**src/rtl/burst_ack_tracker.sv**
```systemverilog
// -----------------------------------------------------------------------------
// burst_ack_tracker
//
// Tracks one burst of acknowledgements. A start request latches a clamped ack
// target, waits a fixed number of sample edges, then counts ack strobes until
// the target is reached (one-cycle complete pulse) or until too many
// consecutive edges pass without an ack (one-cycle err pulse).
//
// Ports
//   clk        : single clock, all state changes on the rising edge
//   rst_n      : asynchronous active-low reset
//   transmiter : burst start request (ignored while a burst is in progress)
//   recevier   : ack strobe, counted only while collecting
//   req_count  : requested ack count, latched and clamped at start
//   complete   : one-cycle pulse when the target ack count is reached
//   err        : one-cycle pulse when the collect phase times out
//   busy       : high while a burst is in progress
//   ack_cnt    : acks counted in the current (or last) burst
// -----------------------------------------------------------------------------
module burst_ack_tracker #(
  parameter int START_DLY = 2,
  parameter int MIN_ACKS  = 2,
  parameter int MAX_ACKS  = 5,
  parameter int TIMEOUT   = 16
) (
  input  logic       clk,
  input  logic       rst_n,
  input  logic       transmiter,
  input  logic       recevier,
  input  logic [2:0] req_count,
  output logic       complete,
  output logic       err,
  output logic       busy,
  output logic [2:0] ack_cnt
);

  // Delay counter holds START_DLY-1 at most; idle counter holds TIMEOUT-1 at most.
  localparam int DLY_W  = (START_DLY > 2) ? $clog2(START_DLY) : 1;
  localparam int IDLE_W = (TIMEOUT > 1) ? $clog2(TIMEOUT) : 1;

  localparam logic [2:0]        MIN_T     = 3'(MIN_ACKS);
  localparam logic [2:0]        MAX_T     = 3'(MAX_ACKS);
  localparam logic [DLY_W-1:0]  DLY_LOAD  = DLY_W'(START_DLY - 1);
  localparam logic [IDLE_W-1:0] IDLE_LAST = IDLE_W'(TIMEOUT - 1);

  typedef enum logic [1:0] {
    IDLE    = 2'd0,
    DELAY   = 2'd1,
    COLLECT = 2'd2,
    DONE    = 2'd3
  } state_t;

  state_t              state_r, state_s;
  logic [DLY_W-1:0]    dly_r, dly_s;
  logic [IDLE_W-1:0]   idle_r, idle_s;
  logic [2:0]          tgt_r, tgt_s;
  logic [2:0]          cnt_r, cnt_s;
  logic                complete_r, complete_s;
  logic                err_r, err_s;
  logic                busy_r, busy_s;
  logic [2:0]          cnt_inc_s;

  // Clamp the requested ack count into the accepted target window.
  function automatic logic [2:0] clamp_target(input logic [2:0] req);
    logic [2:0] t;
    if (req < MIN_T) begin
      t = MIN_T;
    end else if (req > MAX_T) begin
      t = MAX_T;
    end else begin
      t = req;
    end
    return t;
  endfunction

  assign cnt_inc_s = cnt_r + 3'd1;

  // Next-state, counter and output-pulse decode.
  always_comb begin
    state_s    = state_r;
    dly_s      = dly_r;
    idle_s     = idle_r;
    tgt_s      = tgt_r;
    cnt_s      = cnt_r;
    complete_s = 1'b0;
    err_s      = 1'b0;
    busy_s     = busy_r;

    case (state_r)
      IDLE, DONE: begin
        if (transmiter) begin
          // With a one-edge (or zero) delay the very next edge already counts.
          if (START_DLY > 1) begin
            state_s = DELAY;
          end else begin
            state_s = COLLECT;
          end
          dly_s  = DLY_LOAD;
          idle_s = '0;
          tgt_s  = clamp_target(req_count);
          cnt_s  = 3'd0;
          busy_s = 1'b1;
        end else begin
          state_s = IDLE;
          busy_s  = 1'b0;
        end
      end

      DELAY: begin
        // Acks here are deliberately dropped; only the delay count advances.
        if (dly_r <= DLY_W'(1)) begin
          state_s = COLLECT;
          idle_s  = '0;
        end else begin
          dly_s = dly_r - DLY_W'(1);
        end
      end

      COLLECT: begin
        if (recevier) begin
          idle_s = '0;
          if (cnt_r < tgt_r) begin
            cnt_s = cnt_inc_s;
          end else begin
            cnt_s = cnt_r;
          end
          if (cnt_inc_s >= tgt_r) begin
            state_s    = DONE;
            complete_s = 1'b1;
            busy_s     = 1'b0;
          end else begin
            state_s = COLLECT;
          end
        end else begin
          if (idle_r >= IDLE_LAST) begin
            state_s = IDLE;
            err_s   = 1'b1;
            busy_s  = 1'b0;
            idle_s  = '0;
          end else begin
            idle_s = idle_r + IDLE_W'(1);
          end
        end
      end

      default: begin
        state_s = IDLE;
        busy_s  = 1'b0;
        idle_s  = '0;
        dly_s   = '0;
      end
    endcase
  end

  // State, counters and registered outputs.
  always_ff @(posedge clk or negedge rst_n) begin
    if (!rst_n) begin
      state_r    <= IDLE;
      dly_r      <= '0;
      idle_r     <= '0;
      tgt_r      <= 3'd0;
      cnt_r      <= 3'd0;
      complete_r <= 1'b0;
      err_r      <= 1'b0;
      busy_r     <= 1'b0;
    end else begin
      state_r    <= state_s;
      dly_r      <= dly_s;
      idle_r     <= idle_s;
      tgt_r      <= tgt_s;
      cnt_r      <= cnt_s;
      complete_r <= complete_s;
      err_r      <= err_s;
      busy_r     <= busy_s;
    end
  end

  assign complete = complete_r;
  assign err      = err_r;
  assign busy     = busy_r;
  assign ack_cnt  = cnt_r;

endmodule

```
**config.mk**
```make
export PLATFORM = sky130hd
export DESIGN_NAME = burst_ack_tracker
export DESIGN_NICKNAME = d
export VERILOG_FILES = /design/src/rtl/burst_ack_tracker.sv
export SDC_FILE = /design/constraint.sdc
export NUM_CORES = 1
export LEC_CHECK = 0
export CAP_MARGIN = 5
export CELL_PAD_IN_SITES_DETAIL_PLACEMENT = 0
export CELL_PAD_IN_SITES_GLOBAL_PLACEMENT = 2
export CORE_ASPECT_RATIO = 1.25
export CORE_MARGIN = 2
export CORE_UTILIZATION = 33
export CTS_BUF_LIST = sky130_fd_sc_hd__clkbuf_16
export CTS_CLUSTER_SIZE = 20
export DETAILED_ROUTE_END_ITERATION = 6
export PLACE_DENSITY = 0.76
export SETUP_SLACK_MARGIN = 0.3
export SLEW_MARGIN = 10
export SYNTH_ARGS = -nofsm -noshare
export SYNTH_HDL_FRONTEND = slang
export SYNTH_SLANG_ARGS = --single-unit
```
**constraint.sdc**
```tcl
create_clock -name clk -period 2.24 [get_ports clk]
set_clock_uncertainty 0.1 [all_clocks]
set_input_delay 0.672 -clock clk [delete_from_list [all_inputs] [get_ports clk]]
set_output_delay 0.672 -clock clk [all_outputs]
set_load 0.01 [all_outputs]
```
==> summary.txt <==
Area grow syn2layout -> 35.5%
Fin Setup TNS -> 0 ps
Peak VDD IR -> 0.526 mV
Worst-Skew Late Latency -> 250 ps
Die X -> 51.2 um
Hpwl dp -> 1510 um
Initial Utilization -> 34.6%
Setup ws final -> 346 ps
RSZ-0062 raised after global routing -> false
Mapped Area -> 917 sq um
Pre-CTS WS -> 118 ps
Critical setup path kind -> register to primary output
Top post-synthesis cells by area -> dfrtp_1, ha_1, nand2_1, nand4_1, inv_1
Post-Route WL -> 1970 um
Router iterations before antenna repair -> 4
Leading area contributor after synthesis -> dfrtp_1
Mean number of vias per cell -> 4.99
Die height -> 62.9 um
Slew HR -> 67.8%
Top cell type's share of synthesized area -> 40.9%
Number of DRC markers in iteration 0 -> 5
Rows -> 21
Worst path buffer plus inverter count -> 1
Crit-path max cell delay -> 540 ps
Full die area -> 3220 sq um
CTS clk-pin slew, worst paths -> 50 ps
Leakage power -> 0.613 nW
Avg Synthesized Cell Area -> 9.76 sq um
Core area -> 2650 sq um
CTS root buf -> clkbuf_16
Residual DRC count -> 0
Slew @ Worst Pin -> 484 ps
Nets -> 134
Combinational share of power -> 41.0%
Synthesis Warnings -> 0
Placed inst area -> 1100 sq um
Hold Buf Count CTS -> 0
Sw Ratio -> 34.4%
Number of synthesized flops with an enable pin -> 0
Final RePlAce weighted congestion -> 0.728
Hold path cells -> 2
Vias -> 749
Max clock buf depth -> 2
Worst reg2reg path depth -> 7
Inst Count DP -> 143
Slew Viols, Final -> 0
Final Hold Viols -> 0
Reg2reg end -> busy
Leftover overflow at the end of global routing -> 0
CP startpoint kind -> register
Number of port buffers -> 12
Global-route usage over all layers -> 13.8%
CTS Sinks -> 15
Hold Crit Start -> tgt_r[0]
Final Cycle Share -> 84.5%
Slowest stage cell, crit path -> clkdlybuf4s50_1
Crit. End Element -> primary output
Syn Nets -> 111
Top FF cell, synth -> dfrtp_1
Pwr Total -> 1.23 mW
Layout cells sized above 1 -> 19.8%
Design area -> 1240 sq um
Share of total power in the clock network -> 28.1%
CP top delay family -> buffers and inverters
Wire per inst -> 13.1 um
Hold crit path type -> register to register
Routed Antenna Nets -> 0
Fmax -> 0.528 GHz
Setup violators final -> 0
Reg-to-reg critical path startpoint -> ack_cnt[0]
Tmin final -> 1890 ps
Worst Path Required -> 1470 ps
Sequential cell area fraction in the yosys report -> 40.9%
Mapped Cells -> 94
Sw Pwr -> 424 uW
CTS tree -> yes
# diodes -> 0
Antenna violations before repair -> 0
Hold worst-path end -> tgt_r[0]
Critical Path AT -> 1120 ps
First-pass GRT wire length -> 3260 um
Post-Layout Cell Count -> 150
Flop2flop setup slack -> 380 ps
Pwr/cell area -> 991 nW/um^2
Max-Cap Viols -> 0
Netlist cell types -> 33
Number of global-route vias before repair -> 744
Largest net degree at the start of global routing -> 16
Int Power -> 808 uW
# IOs -> 13
H-tree Lvls -> 1
Status -> complete, no violations
TritonCTS buffer count -> 3
Reg power frac -> 30.9%
Synth top cells by count -> dfrtp_1, nand2_1, ha_1
Crit-path cells -> clkdlybuf4s50_1
Post-synthesis register bit count -> 15
Async SR Flop Fraction -> 100%
CP max FO -> 2
through the flow:
| step | util [%] | hold slack, ps |
|---|---|---|
| 2_1_floorplan | - | 276 |
| 6_report | 46.8 | 413 |
| 5_1_grt | 46.8 | 440 |
| 4_1_cts | 45.7 | 424 |
| 3_5_place_dp | 41.6 | 413 |
| 3_3_place_gp | 41.6 | 379 |
tightest hold or removal path, delay by kind of cell (launching register included):
kind | cells | cell delay (ps)
compound gates | 1 | 50
flops | 1 | 360
simple gates | 1 | 60
layer usage:
layer | wire length, um | GRT usage, % | up-vias
met3 | 50 | 2.87 | 4
met5 | 0 | 0 | -
li1 | - | - | 379
met4 | 41 | 7.09 | 0
met2 | 1030 | 23.5 | 9
met1 | 847 | 15.9 | 357
final cells by class:
class	count	area, sq um
flip-flops and latches	15	378
clock inverters	1	5.00
multi-input cells	72	547
fillers	258	1410
clock buffers	3	75.1
repair buffers	19	173
inverters	6	22.5
well taps	34	42.5
cells in the final DEF (no fill, tap or decap), drive strengths merged, types with 4 or more instances in the layout:
master / netlist / final
buf: 1 / 7
clkdlybuf4s50: 0 / 9
dfrtp: 15 / 15
ha: 10 / 10
inv: 6 / 6
nand2: 15 / 15
nand4: 4 / 4
nor2: 5 / 5
nor2b: 4 / 4
o211ai: 4 / 4
o21ai: 4 / 4
timing repair:
action                     in CTS  in global routing
setup endpoints to repair       5                  4
hold endpoints to repair        0                  0
buffers inserted                2                  1
pin swaps                       0                  4
gates resized for setup         6                  6
flip-flops by register name (all words and copies together), names as in the netlist:
| register | count |
|---|---|
| ack_cnt | 3 |
| idle_r | 4 |
| err | 1 |
| state_r | 2 |
| tgt_r | 3 |
| complete | 1 |
| busy | 1 |
power groups by stage:
stage / logic [mW] / registers (mW) / clock network, mW
after floorplan: 0.303 / 0.383 / 0
after global placement: 0.459 / 0.381 / 0
after detailed placement: 0.460 / 0.385 / 0
after CTS: 0.490 / 0.381 / 0.357
after global routing: 0.592 / 0.388 / 0.367
final: 0.505 / 0.380 / 0.346
cell families after synthesis:
kind of cell    Yosys count  share of synthesized area (%)
mux                       3                           3.41
xor+xnor                  1                          0.955
buf+inv                   7                           3.00
compound gates           19                           15.1
simple gates             39                           22.9
flops                    15                           40.9
fa+ha+maj                10                           13.6
how the worst max path moves through the flow:
stage / startpoint / to / slack, ps / depth (start not counted)
global route: ack_cnt[0] / busy / 270 / 7
finish: busy / busy / 350 / 1
floorplan: ack_cnt[0] / busy / 350 / 7
detailed placement: recevier / idle_r[3] / 120 / 4
CTS: ack_cnt[2] / ack_cnt[2] / 230 / 1
global placement: recevier / idle_r[3] / 150 / 4
Note: power is estimated with default switching activity, not from simulation.
